$ cat src/rtl/decimal_entry.sv
// decimal_entry: BCD digit entry with sequential BCD-to-binary conversion; define DEC_ENTRY_ROLL_EN to let a full entry roll (discard MSD) on enter
module decimal_entry #(
  parameter int DIGITS = 4,
  parameter int WIDTH = 14,
  parameter int CW = 3
) (
  input  logic                  clk,
  input  logic                  rst,
  input  logic [3:0]            digit_in,
  input  logic                  enter_pulse,
  input  logic                  back_pulse,
  input  logic                  clear_pulse,
  output logic [4*DIGITS-1:0]   bcd_out,
  output logic [CW-1:0]         count_out,
  output logic [WIDTH-1:0]      bin_out,
  output logic                  bin_valid,
  output logic                  busy,
  output logic                  err
);
`ifdef DEC_ENTRY_ROLL_EN
  localparam bit ROLL = 1'b1;
`else
  localparam bit ROLL = 1'b0;
`endif
  typedef enum logic {IDLE, CONV} state_t;
  state_t state;
  logic [CW-1:0] idx;
  logic [WIDTH-1:0] acc;
  logic [4*DIGITS-1:0] shifted;
  logic [3:0] cur;
  logic [WIDTH+3:0] wide;
  logic full, accept;
  // Digit select, acc*10+digit via shifts, and enter acceptance
  always_comb begin
    shifted = bcd_out >> {idx, 2'b00};
    cur = shifted[3:0];
    wide = ({4'b0, acc} << 3) + ({4'b0, acc} << 1) + {{WIDTH{1'b0}}, cur};
    full = count_out == CW'(DIGITS);
    accept = (digit_in <= 4'd9) && (ROLL || !full);
  end
  // Conversion step first; an edit later in the block overrides it and restarts
  always_ff @(posedge clk or posedge rst) begin
    if (rst) begin
      bcd_out <= '0;
      count_out <= '0;
      bin_out <= '0;
      bin_valid <= 1'b1;
      busy <= 1'b0;
      err <= 1'b0;
      state <= IDLE;
      idx <= '0;
      acc <= '0;
    end else begin
      if (state == CONV) begin
        acc <= wide[WIDTH-1:0];
        idx <= idx - 1'b1;
        if (idx == '0) begin
          bin_out <= wide[WIDTH-1:0];
          bin_valid <= 1'b1;
          busy <= 1'b0;
          state <= IDLE;
          idx <= '0;
        end
      end
      if (clear_pulse) begin
        bcd_out <= '0;
        count_out <= '0;
        err <= 1'b0;
        bin_out <= '0;
        bin_valid <= 1'b1;
        busy <= 1'b0;
        state <= IDLE;
        idx <= '0;
        acc <= '0;
      end else if (back_pulse) begin
        if (count_out != '0) begin
          bcd_out <= {4'h0, bcd_out[4*DIGITS-1:4]};
          count_out <= count_out - 1'b1;
          err <= 1'b0;
          busy <= 1'b1;
          bin_valid <= 1'b0;
          state <= CONV;
          idx <= CW'(DIGITS - 1);
          acc <= '0;
        end
      end else if (enter_pulse) begin
        if (accept) begin
          bcd_out <= {bcd_out[4*DIGITS-5:0], digit_in};
          count_out <= full ? count_out : count_out + 1'b1;
          err <= 1'b0;
          busy <= 1'b1;
          bin_valid <= 1'b0;
          state <= CONV;
          idx <= CW'(DIGITS - 1);
          acc <= '0;
        end else begin
          err <= 1'b1;
        end
      end
    end
  end
endmodule

$ cat config.mk
export PLATFORM = sky130hd
export DESIGN_NAME = decimal_entry
export DESIGN_NICKNAME = d
export VERILOG_FILES = /design/src/rtl/decimal_entry.sv
export SDC_FILE = /design/constraint.sdc
export NUM_CORES = 1
export LEC_CHECK = 0
export ABC_CLOCK_PERIOD_IN_PS = 6700
export CORE_MARGIN = 1.5
export CORE_UTILIZATION = 30
export DETAILED_ROUTE_END_ITERATION = 10
export PLACE_DENSITY = 0.49
export SLEW_MARGIN = 20
export SYNTH_ARGS = -nofsm -noshare
export SYNTH_HDL_FRONTEND = slang
export SYNTH_SLANG_ARGS = --single-unit
$ cat constraint.sdc
create_clock -name clk -period 6.7 [get_ports clk]
set_clock_uncertainty 0.2 [all_clocks]
set_input_delay 0.67 -clock clk [delete_from_list [all_inputs] [get_ports clk]]
set_output_delay 0.67 -clock clk [all_outputs]
set_load 0.01 [all_outputs]
==> impl_metrics.yaml <==
cts:
  insertion_delay_ps: 320
  cts_tree: "yes"
  cts_setup_buffers: 0
  clk_pin_slew_ps: 110
  cts_root_buf: "clkbuf_8"
  cts_htree_levels: 2
  post_cts_resized: 0
  cts_hold_buf: 0
  cts_buffer_depth: 2
  cts_made_buffers: 5
  tritoncts_num_sinks: 53
synthesis:
  synthMuxAreaShare_pct: 9.36
  synth_top_family_by_area: "simple AND/OR/NAND/NOR gates"
  synth_seq_cells: 53
  synth_adder_area_share_pct: 11.2
  syn-cell-area_sq_um: 3210
  yosysSeqAreaShare_pct: 41.4
  ys_types: 57
  synth_xor_area_share_pct: 3.00
  async_flop_share_pct: 100
  syn_inst: 313
  avgSynthCellArea_sq_um: 10.2
  synth-compound-area-share_pct: 15.2
  yosys_warnings: 0
  yosys_most_used_dff: "dfrtp_1"
  synth-simple-area-share_pct: 15.7
  synth_edf_count: 0
  syn_nets: 349
drt:
  via_count: 2389
  avgRoutedWirePerCell_um: 15.8
  drt_iter0_drc: 79
  dr.pass1.iters: 4
  via_per_inst: 4.93
  totalWireLength_um: 7670
  drc: 0
  drt.antenna.violating_nets: 0
grt:
  antenna_found_initial: 0
  grt_pass1_vias: 2387
  grt_max_degree: 54
  grt_first_pass_wirelength_um: 13100
  grt_overflow: 0
  grt_util_all_layers_pct: 14.7
placement:
  post-dp-hpwl_um: 5480
  io_buffers: 44
  gp_congestion: 0.775
  dp.cells: 477
  placed_area_sq_um: 3760
sta:
  setup_viol: 0
  finalCriticalPeriod_ps: 3400
  slew_headroom_pct: 30.4
  rsz0062_at_grt: "false"
  worst_pin_slew_ps: 1040
  finalHoldViolations: 0
  fmax_mhz: 294
  whs_ps: 289
  final_max_slew_viol_count: 0
  min_period_over_period_pct: 50.7
  finalSetupTns_ps: 0
power:
  cellPowerDensity_nw_per_um2: 233
  ir_drop_uv: 106
  p_total_mw: 0.896
  p_leak_nw: 1.78
floorplanning:
  rows: 37
  pin_count: 45
  start_util_pct: 30.9
  die-height_um: 106
  dieWidth_um: 106
  dieArea_sq_um: 11300
  core_area_sq_um: 10400
final_layout:
  drive_above_1_share_pct: 7.74
  final_common_cell: "dfrtp_1"
  nets: 384
  areaGrowthSynthToFinish_pct: 20.2
  design_area_sq_um: 3850
  fillers: 1044
  final_cell_mix: "dfrtp_1, clkdlybuf4s50_1, nand2_1, ha_1, mux2i_1"
  fin_cells: 485
  antenna_cells: 0
critical_path:
  critPathBufInv: 0
  critPathTopFamily: "compound AO/OA/AOI/OAI gates"
  critical-path-max-stage-delay_ps: 550
  worstSetupStartpointType: "flop"
  worstPathCellList: "mux4_2 -> and2_1 -> ha_1 -> ha_1 -> fa_1 -> a21oi_1 -> o221a_2 -> o21bai_1 -> o311ai_0"
  cp.arrival_ps: 3400
  endpoint_kind: "flop"
  cp.required_ps: 6700
  rrSetupSlack_ps: 3300
  critPathMaxFanout: 7
  cp_slowest_cell: "mux4_2"
  setup.worst_path.class: "flop to flop"
  path_common_cell: "ha_1"
outcome:
  status: "finished, final reports clean"
flow_run:
  maxCapViolCount: 0
worst_hold_path:
  hold_class: "flop to flop"
-- flip-flops by register name, indices dropped and copies added (netlist names) --
signal	count
err	1
busy	1
bcd_out	16
state	1
idx	3
count_out	3
bin_out	14
acc	13
bin_valid	1
-- cell type report --
class / instances / area [sq um] / share of cell area (%)
Inverter: 13 / 48.8 / 1.27
Sequential cell: 53 / 1330 / 34.4
Timing Repair Buffer: 47 / 463 / 12.0
Clock inverter: 3 / 28.8 / 0.747
Tap cell: 136 / 170 / 4.41
Clock buffer: 5 / 68.8 / 1.79
Multi-Input combinational cell: 228 / 1750 / 45.3
-- metal layers --
layer  vias up  global-route usage, %  routed length, um
li1       1200                      -                  -
met1      1112                   22.4               4020
met2        67                   21.1               3150
met3        10                   3.00                394
met4         0                   3.43                 96
met5         -                      0                  0
-- final timing paths --
path                                           endpoint           startpoint  cells after the start
worst max-delay path                  acc[10]$_DFF_PP0_     idx[1]$_DFF_PP0_                      9
worst min-delay path                bin_valid$_DFF_PP1_  bin_valid$_DFF_PP1_                      2
worst max register to register        acc[10]$_DFF_PP0_     idx[1]$_DFF_PP0_                      9
worst min register to register      bin_valid$_DFF_PP1_  bin_valid$_DFF_PP1_                      2
max in group asynchronous       bin_out[10]$_DFFE_PP0P_                  rst                      3
min in group asynchronous        bin_out[5]$_DFFE_PP0P_                  rst                      3
-- cell usage after synthesis, types with 2 or more instances --
cell type / n / share of area [%]
dfrtp_1: 52 / 41
nand2_1: 39 / 4.6
ha_1: 24 / 9.4
mux2i_1: 21 / 6.6
nor2_1: 15 / 1.8
clkbuf_1: 14 / 1.6
inv_1: 13 / 1.5
o31ai_1: 12 / 2.8
nand3_1: 11 / 1.7
a21oi_1: 10 / 1.6
o21ai_0: 9 / 1.4
xnor2_1: 8 / 2.2
a22o_1: 7 / 1.9
a21o_1: 6 / 1.4
and2_1: 6 / 1.2
nand3b_1: 5 / 1.2
mux4_2: 4 / 2.8
fa_1: 3 / 1.9
nand2b_1: 3 / 0.59
nand4_1: 3 / 0.59
o21ai_1: 3 / 0.47
xor2_1: 3 / 0.82
a32o_1: 2 / 0.62
and3_1: 2 / 0.39
buf_1: 2 / 0.23
nor3_1: 2 / 0.31
o211ai_1: 2 / 0.47
or2_2: 2 / 0.39
or3_1: 2 / 0.39
-- worst min-delay path: stages (launching register included) --
cell and delay, ps:
dfstp_2 390, inv_1 40, a21boi_0 70
-- logic make-up after synthesis --
family	Yosys count
AOI/OAI and AO/OA	67
xor gates and xnor gates	11
adders and majority gates	27
buffers and inverters	32
DFF	53
muxes	25
and+or+nand+nor	98
-- per-stage QoR --
step	setup slack, ps	util (%)
floorplan	3450	-
global placement	3200	36.2
detailed placement	3140	36.2
CTS	3260	37.2
global route	3040	37.2
finish	3300	37.2
-- power by group --
group	total, mW	leakage [nW]	switching, mW	internal [mW]
clock network	0.203	0.0506	0.125	0.0786
logic	0.271	1.00	0.138	0.133
registers	0.422	0.724	0.0685	0.354
Power figures use the tool's default switching activity.
